File: src/rtl/regfile_pkg.sv
// ---------------------------------------------------------------------------
// regfile_pkg : shared widths and requester-select encoding for the
//               register-file writeback arbiter.   Rev 1.0
// ---------------------------------------------------------------------------
`default_nettype none

package regfile_pkg;

  localparam int DATA_W   = 32;
  localparam int ADDR_W   = 5;
  localparam int ZERO_REG = 0;

  typedef enum logic {
    REQ_A = 1'b0,
    REQ_B = 1'b1
  } req_sel_e;

endpackage

`default_nettype wire

File: src/rtl/rr_arb2.sv
// ---------------------------------------------------------------------------
// rr_arb2 : two-way round-robin arbiter with one-hot grants and a
//           clearable priority pointer.   Rev 1.0
// ---------------------------------------------------------------------------
`default_nettype none

module rr_arb2 (
  input  logic       clk,
  input  logic       rst_n,
  input  logic       i_clr,
  input  logic [1:0] i_req,
  output logic [1:0] o_gnt
);
  import regfile_pkg::REQ_A;
  import regfile_pkg::REQ_B;

  logic r_ptr;
  logic w_en;
  logic w_gnt_a;
  logic w_gnt_b;

  // No grant may be issued while in reset or during a flush.
  assign w_en = rst_n & ~i_clr;

  always_comb begin
    w_gnt_a = 1'b0;
    w_gnt_b = 1'b0;
    if (w_en) begin
      if (i_req[0] && i_req[1]) begin
        w_gnt_a = (r_ptr == REQ_A);
        w_gnt_b = (r_ptr == REQ_B);
      end else begin
        w_gnt_a = i_req[0];
        w_gnt_b = i_req[1];
      end
    end
  end

  assign o_gnt = {w_gnt_b, w_gnt_a};

  always_ff @(posedge clk) begin
    if (!rst_n || i_clr) begin
      r_ptr <= REQ_A;
    end else if (w_gnt_a) begin
      r_ptr <= REQ_B;
    end else if (w_gnt_b) begin
      r_ptr <= REQ_A;
    end
  end

endmodule

`default_nettype wire

File: src/rtl/regfile_wb_arbiter.sv
// ---------------------------------------------------------------------------
// regfile_wb_arbiter : arbitrates ALU and load-unit writebacks onto a single
//                      registered register-file write port.   Rev 1.0
// ---------------------------------------------------------------------------
`default_nettype none

module regfile_wb_arbiter #(
  parameter int DATA_W = regfile_pkg::DATA_W,
  parameter int ADDR_W = regfile_pkg::ADDR_W,
  parameter int CNT_W  = 16
) (
  input  logic              clk,
  input  logic              rst_n,
  input  logic              flush,
  input  logic              a_valid,
  input  logic [ADDR_W-1:0] a_addr,
  input  logic [DATA_W-1:0] a_data,
  output logic              a_ready,
  input  logic              b_valid,
  input  logic [ADDR_W-1:0] b_addr,
  input  logic [DATA_W-1:0] b_data,
  output logic              b_ready,
  output logic              rf_we,
  output logic [ADDR_W-1:0] rf_wa,
  output logic [DATA_W-1:0] rf_wd,
  output logic [CNT_W-1:0]  wr_count
);
  import regfile_pkg::ZERO_REG;

  logic [1:0]        w_gnt;
  logic              w_xfer;
  logic [ADDR_W-1:0] w_addr;
  logic [DATA_W-1:0] w_data;

  logic              r_we;
  logic [ADDR_W-1:0] r_wa;
  logic [DATA_W-1:0] r_wd;
  logic [CNT_W-1:0]  r_cnt;

  rr_arb2 u_arb (
    .clk   (clk),
    .rst_n (rst_n),
    .i_clr (flush),
    .i_req ({b_valid, a_valid}),
    .o_gnt (w_gnt)
  );

  assign a_ready = w_gnt[0];
  assign b_ready = w_gnt[1];
  assign w_xfer  = w_gnt[0] | w_gnt[1];
  assign w_addr  = w_gnt[1] ? b_addr : a_addr;
  assign w_data  = w_gnt[1] ? b_data : a_data;

  // Writes to the zero register complete the handshake but never reach the file.
  always_ff @(posedge clk) begin
    if (!rst_n) begin
      r_we <= 1'b0;
      r_wa <= '0;
      r_wd <= '0;
    end else begin
      r_we <= w_xfer && (w_addr != ADDR_W'(ZERO_REG));
      if (w_xfer) begin
        r_wa <= w_addr;
        r_wd <= w_data;
      end
    end
  end

  always_ff @(posedge clk) begin
    if (!rst_n) begin
      r_cnt <= '0;
    end else if (r_we && (r_cnt != {CNT_W{1'b1}})) begin
      r_cnt <= r_cnt + 1'b1;
    end
  end

  assign rf_we    = r_we;
  assign rf_wa    = r_wa;
  assign rf_wd    = r_wd;
  assign wr_count = r_cnt;

endmodule

`default_nettype wire
File: config.mk
export PLATFORM = sky130hd
export DESIGN_NAME = regfile_wb_arbiter
export DESIGN_NICKNAME = d
export VERILOG_FILES = /design/src/rtl/regfile_pkg.sv /design/src/rtl/rr_arb2.sv /design/src/rtl/regfile_wb_arbiter.sv
export SDC_FILE = /design/constraint.sdc
export NUM_CORES = 1
export LEC_CHECK = 0
export CORE_AREA = 2 2 81 83
export CTS_CLUSTER_DIAMETER = 50
export DETAILED_ROUTE_END_ITERATION = 16
export DIE_AREA = 0 0 83 85
export HOLD_SLACK_MARGIN = 0.02
export PLACE_DENSITY = 0.84
export SLEW_MARGIN = 20
export SYNTH_ARGS = -nofsm -noshare
export SYNTH_HDL_FRONTEND = slang
export SYNTH_HIERARCHICAL = 1
export SYNTH_SLANG_ARGS = --single-unit
File: constraint.sdc
create_clock -name clk -period 4.5 [get_ports clk]
set_input_delay 1.125 -clock clk [delete_from_list [all_inputs] [get_ports clk]]
set_output_delay 1.125 -clock clk [all_outputs]
set_load 0.03 [all_outputs]
======== After elaboration in Yosys (flattened, before gate mapping) ========
Index checks and enable logic that the tools add are counted.
W data, S select, Z words.
storage, ports and cells
  logic and storage cells ................. 26
  input port bits ......................... 79
  flip-flop bits (word level) ............. 55
  output and inout port bits .............. 56
cells by class
  add/sub/neg operators ................... 1
  mux-type cells .......................... 8
  reduce and logical (&&, ||, !) cells .... 7
  bitwise operators ....................... 4
  eq/ne operators ......................... 1
operators with widths
  kind                     number
  $mux W32                 1
  $add A16 B1 Y16 const B  1
  $ne A16 B16 Y1 const B   1
  $mux W1                  6
  $mux W5                  1
  $reduce_bool A5 Y1       1
  $logic_and A1 B1 Y1      3
  $not A1 Y1               2
  $reduce_bool A2 Y1       1
  $and A1 B1 Y1            1
  $logic_not A1 Y1         1
  $logic_or A1 B1 Y1       1
  $or A1 B1 Y1             1

======== Depth between registers and ports, before layout ========
Gate-level depths: netlist of the first run.
  depth after elaboration ................. 6
  mapped depth ............................ 9
  mapped depth without buffers ............ 6

======== By module ========
Netlist of the first run, hierarchy kept.
by module, submodules not included
  module              cells each  times used  area an instance (um^2)  sequential area each (um^2)
  regfile_wb_arbiter  302         1           2491.1                   1081.0
  rr_arb2             10          1           80.1                     20.0

======== Least setup slack after synthesis of the first run ========
OpenSTA, ideal clock, no wires.
  kind .................................... input-to-output
  from .................................... input rst_n
  to ...................................... output a_ready
  buffers on the path ..................... 1
  required time ........................... 3375 ps
  stages on the path ...................... 3
  data arrival time ....................... 1586 ps
  path slack .............................. 1789 ps
  path through ............................ nor2b_2 > and3_1 > buf_4
on the way
  word-level cells in the longest chain between the ends .. 2
ends and longest elaborated chain
  element             RTL line                  text
  start: declaration  regfile_wb_arbiter.sv:13  input logic rst_n,
  $and A1 B1 Y1       rr_arb2.sv:23             assign w_en = rst_n & ~i_clr;
  $mux W1             rr_arb2.sv:28             if (w_en) begin
  end: declaration    regfile_wb_arbiter.sv:18  output logic a_ready,
No other way between the ends.

======== Worst setup path in the final report of the first run ========
  from .................................... input rst_n
  to ...................................... output b_ready
on the way
  word-level cells in the longest chain between the ends .. 2
ends and longest elaborated chain
  element           RTL line                  text
  $and A1 B1 Y1     rr_arb2.sv:23
  $mux W1           rr_arb2.sv:28
  end: declaration  regfile_wb_arbiter.sv:22  output logic b_ready,
No other way between the ends.

==> results of run 1 <==
metrics by stage:
step	total power (uW)	hold slack, ns
after detailed placement	743.9	0.4890
final	1010	0.5016
after CTS	1019	0.5053
after floorplan	625.2	0.4563
after global placement	738.7	0.4710
after global routing	1056	0.5315
cells by family (layout without fill, tap and decap cells):
group | count (synthesis) | after routing | synth area share
AND/OR/NAND/NOR | 125 | 125 | 0.2229
multiplexers | 41 | 41 | 0.1596
AO/OA/AOI/OAI | 65 | 65 | 0.1397
flip-flops | 55 | 55 | 0.4282
buffers and inverters | 25 | 148 | 0.04476
adder cells (fa/ha/maj) | 1 | 1 | 0.004865
routing by layer:
metal,routed length [um],vias up,global-route usage,part of all wire
met2,3682,97,0.3732,0.50
met1,2999,1193,0.2199,0.41
met5,0,-,0,0
met4,106,0,0.05365,0.014
met3,560,12,0.07101,0.076
li1,-,1330,-,-
placed cells by master (no fill, tap or decap):
master,synthesis,final
a21boi_1,2,2
a21oi_1,45,45
a31oi_1,4,4
and2_1,2,2
and3_1,5,3
and3_2,0,2
and4_1,3,3
buf_4,2,5
clkbuf_8,0,6
clkdlybuf4s50_1,0,133
clkinv_1,1,1
clkinv_2,0,1
dfxtp_1,55,55
ha_1,1,1
inv_1,2,2
mux2i_1,41,41
nand2_1,13,13
nand2_2,1,1
nand2b_1,4,4
nand3_1,6,6
nand3_2,1,1
nand4_1,1,1
nor2_1,77,77
nor2b_2,1,1
nor3_1,3,3
nor4b_2,1,1
o211ai_2,1,1
o21ai_0,8,8
o221a_2,1,1
o31ai_1,4,4
or3_1,3,3
or4_1,4,4
report_power, final:
group,internal [uW],leakage (uW),switching [uW]
clock network,121,0.0000470,156
logic,118,0.000983,100
registers,504,0.000447,10.0
layout make-up:
| class | instances | area [sq um] | area share |
|---|---|---|---|
| Clock buffer | 6 | 82.58 | 0.02053 |
| Clock inverter | 1 | 5.005 | 0.001244 |
| Inverter | 3 | 11.26 | 0.002799 |
| Multi-Input combinational cell | 232 | 1358 | 0.3375 |
| Sequential cell | 55 | 1101 | 0.2737 |
| Tap cell | 77 | 96.34 | 0.02395 |
| Timing Repair Buffer | 138 | 1369 | 0.3403 |
flip-flops by register name, summed over array words and instances (netlist names):
| signal | flops |
|---|---|
| rf_we | 1 |
| u_arb/r_ptr | 1 |
| wr_count | 16 |
| rf_wd | 32 |
| rf_wa | 5 |
critical path: stages:
cell	delay [ns]
clkdlybuf4s50_1	0.47
nor2b_2	0.16
and3_2	0.20
clkdlybuf4s50_1	0.67
worst paths after layout:
kind,from,to,slack [ns],depth (start not counted)
setup / recovery,rst_n,b_ready,0.76,4
hold / removal,wr_count[11],wr_count[11],0.50,2
setup reg to reg,wr_count[0],wr_count[6],2.44,5
hold reg to reg,wr_count[11],wr_count[11],0.50,2
==> flow_metrics.tcl, run 1 <==
set metrics [dict create \
    status "complete, no violations" \
    fin_util 0.6483 \
    place_area_sq_mm 0.003935 \
    yosysTopAreaCellShare 0.4282 \
    path_clk_slew_ns 0.09 \
    layout_setup_ws_ns 0.7577 \
    vias 2632 \
    relSlewSlack 0.4060 \
    final.min_clock_period_ns 3.742 \
    fin_cells 512 \
    drcViolationCount 0 \
    viasPerCell 5.141 \
    ys_seq_area_frac 0.4282 \
    rows 29 \
    wirelength_um 7348 \
    cts_inserted_buffers 5 \
    min_period_over_period 0.8316 \
    n_antenna_cell 0 \
    cts.root.buffer_cell "clkbuf_8" \
    initial_core_util 0.4144 \
    io_pins 135 \
    skew_ns 0.007905 \
    drv_cap 0 \
    tns_ns 0 \
    clk_latency_ns 0.30 \
    clkSinkCount 55 \
    critPathArrivalTime_ns 2.62 \
    die-area_sq_mm 0.007055 \
    synth_common_cells "nor2_1 (77), dfxtp_1 (55), a21oi_1 (45)" \
    tightest_slew_ns 0.8887 \
    pre_cts_ws_ns 0.7587 \
    cp-start-kind "primary input" \
    hpwlAfterDp_um 5386 \
    synth_flop_cell "dfxtp_1" \
    drt_iter0_drc 55 \
    htreeDepth 2 \
    synth_top_cell_by_area "dfxtp_1" \
    ant_nets 0 \
    synthTopCellsByArea "dfxtp_1 (43%), mux2i_1 (16%), nor2_1 (11%), a21oi_1 (8.8%), nand2_1 (1.9%)" \
    p_leak_uw 0.001477 \
    wl_per_cell_um 14.35 \
    num-fill-cells 530 \
    die_w_um 83 \
    power.density_mw_per_mm2 251.2 \
    fmax_ghz 0.2672 \
    stdcell_area_sq_mm 0.004023 \
    grt_overflow 0 \
    hold_class "flop to flop" \
    syn_avg_cell_area_sq_um 8.241 \
    drt-pass1-iter-count 4 \
    antenna_found_initial 0 \
    cts_resized 0 \
    ys_warn_count 6 \
    core_sq_mm 0.006205 \
    grt_pass1_wl_um 11720 \
    setup_viol_count_final 0 \
    ys_seq_elements 55 \
    place_inst 505 \
    clockBufferDepth 2 \
    ctsHoldBuffers 0 \
    areaGrowthSynthToFinish_pct 56.45 \
    worstSetupPathType "primary input to output pin" \
    cp-end-kind "output pin" \
    crit_required_ns 3.38 \
    grt_util_all_layers 0.2020 \
    cts_tree "yes" \
    rsz0062_at_grt "no" \
    yosysMostFrequentCell "nor2_1" \
    async_flop_share 0 \
    ir_worst_vdd_mv 0.1551 \
    path_max_fanout 3 \
    drive_gt1_frac 0.04598 \
    syn_nets 392 \
    final_max_slew_viol_count 0 \
    syn_area_sq_mm 0.002571 \
    grt_max_degree 78 \
    post_synth_num_cell_types 32 \
    netlist_instances 312 \
    num-nets-final 515 \
    io_buffer_count 134 \
    synth_edf_count 0 \
    hold_violations 0 \
    cts_setup_buffers 0 \
    routabilityCongestion 0.7581 \
    first_global_vias 2562 \
    die_y_um 85 \
]
Power figures use the tool's default switching activity.
==> inputs of run 2 (changes only) <==
Settings changed: CORE_AREA 2 2 81 83 to 2 2 88 90, DIE_AREA 0 0 83 85 to 0 0 90 92, PLACE_DENSITY 0.84 to 0.76.
Clock period 4.5 ns to 3.21 ns, I/O delays scaled along.
==> run 2 against run 1 <==
Net effect:
- sequential cell count unchanged
- final cell count increased by 5.3%
- worst hold slack got worse by 0.0053 ns
- setup slack got worse by 0.32 ns
- clock power increased by 48%
- critical path depth unchanged
- first-iteration DRC count increased by 56%
- critical path type unchanged
- highest routed layer unchanged
==> flow_metrics.tcl, run 2 (synthesis gave the netlist of run 1 again) <==
set metrics [dict create \
    r2r_end "wr_count[5]" \
    cp-start-kind "primary input" \
    status "complete, no violations" \
    ant_nets 0 \
    io_buffer_count 134 \
    final_max_slew_viol_count 0 \
    grt_overflow 0 \
    die_y_um 92 \
    cts_setup_buffers 0 \
    htreeDepth 2 \
    r2r_cells 5 \
    wl_per_cell_um 13.60 \
    path_delay_family "buffers and inverters" \
    layout_common_cells "clkdlybuf4s50_1 (132), nor2_1 (77), dfxtp_1 (55), a21oi_1 (45), mux2i_1 (41)" \
    io_pins 135 \
    tns_ns 0 \
    ctsHoldBuffers 0 \
    largest_reg_flops 32 \
    path_buf_inv 2 \
    tightest_slew_ns 0.8602 \
    rows 32 \
    grt_util_all_layers 0.1710 \
    whs_ns 0.4963 \
    rsz0062_at_grt "no" \
    worstSetupPathType "primary input to output pin" \
    ir_worst_vdd_mv 0.2352 \
    layout_setup_ws_ns 0.4347 \
    wirelength_um 7329 \
    vias 2655 \
    clkSinkCount 55 \
    power.density_mw_per_mm2 352.8 \
    grt_pass1_wl_um 11810 \
    clockBufferDepth 2 \
    relSlewSlack 0.4250 \
    hold_end "u_arb/r_ptr" \
    hpwlAfterDp_um 5451 \
    viasPerCell 4.926 \
    p_leak_uw 0.001487 \
    drt-pass1-iter-count 4 \
    r2r_slack_ns 1.16 \
    drcViolationCount 0 \
    die-area_sq_mm 0.008280 \
    first_global_vias 2581 \
    areaGrowthSynthToFinish_pct 58.78 \
    path_max_fanout 5 \
    antenna_found_initial 0 \
    startpoint "rst_n" \
    pre_cts_ws_ns 0.4438 \
    hp-start "u_arb/r_ptr" \
    final_common_cell "clkdlybuf4s50_1" \
    cts_resized 0 \
    hold_violations 0 \
    num-nets-final 516 \
    drt_iter0_drc 86 \
    core_sq_mm 0.007447 \
    min_period_over_period 0.8646 \
    cp-end-kind "output pin" \
    fmax_ghz 0.3603 \
    cts_tree "yes" \
    routabilityCongestion 0.8814 \
    cp_cell_sequence "clkdlybuf4s50_1, nor2b_2, and3_2, buf_4" \
    crit_required_ns 2.41 \
    r2r-start "wr_count[1]" \
    grt_max_degree 78 \
    critPathMaxStageDelay_ns 0.49 \
    fin_util 0.5482 \
    drv_cap 0 \
    critPathArrivalTime_ns 1.97 \
    n_antenna_cell 0 \
    clk_latency_ns 0.30 \
    setup_viol_count_final 0 \
    final.min_clock_period_ns 2.775 \
    path_clk_slew_ns 0.10 \
    cts.root.buffer_cell "clkbuf_8" \
    skew_ns 0.004457 \
    initial_core_util 0.3453 \
    drive_gt1_frac 0.05263 \
    critPathSlowestCell "clkdlybuf4s50_1" \
    die_w_um 90 \
    hold_depth 2 \
    cts_inserted_buffers 5 \
    hold_class "flop to flop" \
]
## run 2: worst max-delay path by stage
| stage | endpoint | slack (ns) | cells past startpoint |
|---|---|---|---|
| global route | a_ready | 0.39 | 4 |
| CTS | a_ready | 0.43 | 4 |
| detailed placement | a_ready | 0.44 | 4 |
| floorplan | rf_wd[10] | 0.91 | 9 |
| finish | a_ready | 0.43 | 4 |
| global placement | a_ready | 0.45 | 4 |
## run 2: worst register-to-register path: stages, from the launching register on
cell     delay, ns
dfxtp_1       0.40
ha_1          0.20
nand3_1       0.16
nor4b_2       0.76
nand2_1       0.25
a31oi_1       0.22
## run 2: metrics by stage
stage               cell area, sq um  cells  total power, uW
finish                          4083    539             1440
detailed placement              3984    531             1046
CTS                             4083    539             1457
floorplan                       2571    312            876.5
global route                    4083    539             1508
global placement                3984    531             1041
## run 2: power breakdown
| part | switching [uW] | internal, uW | leakage [uW] |
|---|---|---|---|
| combinational | 140 | 168 | 0.000993 |
| clock | 235 | 177 | 0.0000474 |
| sequential | 13.7 | 707 | 0.000447 |
| total | 389 | 1050 | 0.00149 |
## run 2: layout make-up
| class | instances | area, sq um |
|---|---|---|
| inverter | 3 | 11.26 |
| fill | 718 | 3364 |
| clock buffer | 6 | 82.58 |
| tap | 102 | 127.6 |
| timing repair buffer | 139 | 1386 |
| clock inverter | 2 | 16.27 |
| multi-input combinational | 232 | 1358 |
| sequential | 55 | 1101 |
## run 2: routing by layer
layer | vias up | GRT usage | wire length (um) | share of wire
met5 | - | 0 | 0 | 0
met4 | 0 | 0.03974 | 43 | 0.0059
met3 | 4 | 0.06245 | 573 | 0.078
met2 | 78 | 0.3133 | 3550 | 0.48
met1 | 1241 | 0.1886 | 3162 | 0.43
li1 | 1332 | - | - | -
==> inputs of run 3 (changes only) <==
Settings changed: ABC_AREA set to 0, CORE_AREA 2 2 88 90 to 2 2 113 71, DIE_AREA 0 0 90 92 to 0 0 115 73.
==> run 3 against run 2 <==
Net effect:
- clock skew rose by 0.0010 ns
- critical path depth stayed put
- count of clock-buffer cells in the layout is 1 lower
- clock power up 30%
- core utilization is essentially flat
- routed wire length increased by 2.4%
- largest cell class unchanged
- highest routed layer unchanged
==> flow_metrics.tcl, run 3 (synthesis gave the netlist of run 1 again) <==
set metrics [dict create \
    grt_util_all_layers 0.1732 \
    worstSetupPathType "primary input to output pin" \
    wl_per_cell_um 14.13 \
    cts_tree "yes" \
    drcViolationCount 0 \
    drt-pass1-iter-count 4 \
    num-fill-cells 697 \
    num-nets-final 516 \
    path_delay_family "buffers and inverters" \
    final.min_clock_period_ns 2.660 \
    cts_resized 0 \
    ctsHoldBuffers 0 \
    fmax_ghz 0.3760 \
    htreeDepth 2 \
    cp_cell_sequence "clkdlybuf4s50_1, nor2b_2, and3_2, buf_4" \
    min_period_over_period 0.8286 \
    drive_gt1_frac 0.05263 \
    final_common_cell "clkdlybuf4s50_1" \
    cts_inserted_buffers 5 \
    clkPwrFrac 0.342 \
    initial_core_util 0.3425 \
    critPathMaxStageDelay_ns 0.48 \
    cts_setup_buffers 0 \
    hold_class "flop to flop" \
    path_max_fanout 3 \
    areaGrowthSynthToFinish_pct 60.19 \
    ir_worst_vdd_mv 0.2003 \
    final_max_slew_viol_count 0 \
    switchingPower_uw 404.3 \
    power.density_mw_per_mm2 380.6 \
    wirelength_um 7505 \
    hpwlAfterDp_um 5398 \
    die_y_um 73 \
    switching_share 0.2580 \
    rows 25 \
    layout_setup_ws_ns 0.5503 \
    tns_ns 0 \
    viasPerCell 4.885 \
    path_buf_inv 2 \
    ant_nets 0 \
    die_w_um 115 \
    pre_cts_ws_ns 0.4815 \
    clockBufferDepth 2 \
    path_clk_slew_ns 0.07 \
    p_comb_frac 0.198 \
    status "complete, no violations" \
    p_int_uw 1163 \
    routabilityCongestion 0.7739 \
    grt_pass1_wl_um 11730 \
    cts.root.buffer_cell "clkbuf_16" \
    seq_power_share 0.460 \
    r2r_slack_ns 1.17 \
    core_sq_mm 0.007507 \
    io_buffer_count 134 \
    cp-end-kind "output pin" \
    whs_ns 0.4946 \
    layout_common_cells "clkdlybuf4s50_1 (132), nor2_1 (77), dfxtp_1 (55), a21oi_1 (45), mux2i_1 (41)" \
    first_global_vias 2425 \
    drt_iter0_drc 140 \
    grt_max_degree 78 \
    die-area_sq_mm 0.008395 \
    vias 2594 \
    rsz0062_at_grt "no" \
    setup_viol_count_final 0 \
    critPathArrivalTime_ns 1.86 \
    grt_overflow 0 \
    p_leak_uw 0.001505 \
    relSlewSlack 0.4242 \
    clk_latency_ns 0.29 \
    largest_reg_flops 32 \
    antenna_found_initial 0 \
    skew_ns 0.005461 \
    critPathSlowestCell "clkdlybuf4s50_1" \
    clkSinkCount 55 \
    n_antenna_cell 0 \
    drv_cap 0 \
    tightest_slew_ns 0.8614 \
    cp-start-kind "primary input" \
    crit_required_ns 2.41 \
    io_pins 135 \
    hold_violations 0 \
]
==> run 3: cell types whose count changed in the layout (fill, tap and decap cells not counted) <==
cell	delta
clkbuf_16	+5
clkinv_2	+1
clkinv_4	-1
clkbuf_8	-6
clkinvlp_4	+1
==> run 3: per-stage QoR <==
| step | power [uW] | area (sq um) | cells | utilization |
|---|---|---|---|---|
| after detailed placement | 1047 | 3974 | 523 | 0.5293 |
| after global routing | 1642 | 4119 | 531 | 0.5487 |
| after global placement | 1039 | 3974 | 523 | 0.5293 |
| final | 1567 | 4119 | 531 | 0.5487 |
| after CTS | 1586 | 4119 | 531 | 0.5487 |
| after floorplan | 876.5 | 2571 | 312 | - |
==> run 3: final cells by class <==
type / instances / area [sq um] / area share
repair buffers: 139 / 1386 / 0.3366
multi-input cells: 232 / 1358 / 0.3296
flip-flops and latches: 55 / 1101 / 0.2673
clock buffers: 5 / 125.1 / 0.03038
well taps: 94 / 117.6 / 0.02855
clock inverters: 3 / 20.02 / 0.004860
inverters: 3 / 11.26 / 0.002734
==> run 3: power groups by stage <==
stage	clock [uW]	sequential, uW	combinational (uW)
6_report	536	721	310
3_5_place_dp	0	737	310
4_1_cts	553	721	312
2_1_floorplan	0	783	93.4
3_3_place_gp	0	735	304
5_1_grt	586	724	332
==> run 3: final timing paths <==
kind,cells past startpoint,startpoint,endpoint
hold / removal,2,u_arb/r_ptr,u_arb/r_ptr
setup / recovery,4,rst_n,a_ready
setup reg to reg,5,wr_count[0],wr_count[6]
hold reg to reg,2,u_arb/r_ptr,u_arb/r_ptr
==> run 3: worst min-delay path, delay by kind of cell (launching register included) <==
| family | cells | cell delay [ns] |
|---|---|---|
| and+or+nand+nor | 1 | 0.07 |
| AOI/OAI and AO/OA | 1 | 0.05 |
| DFF | 1 | 0.33 |
==> run 3: routing by layer <==
layer  wire, um  global-route usage  vias up
li1           -                   -     1326
met1       3525              0.2346     1185
met2       3429              0.2889       81
met3        536             0.04236        2
met4         14             0.02410        0
met5          0                   0        -
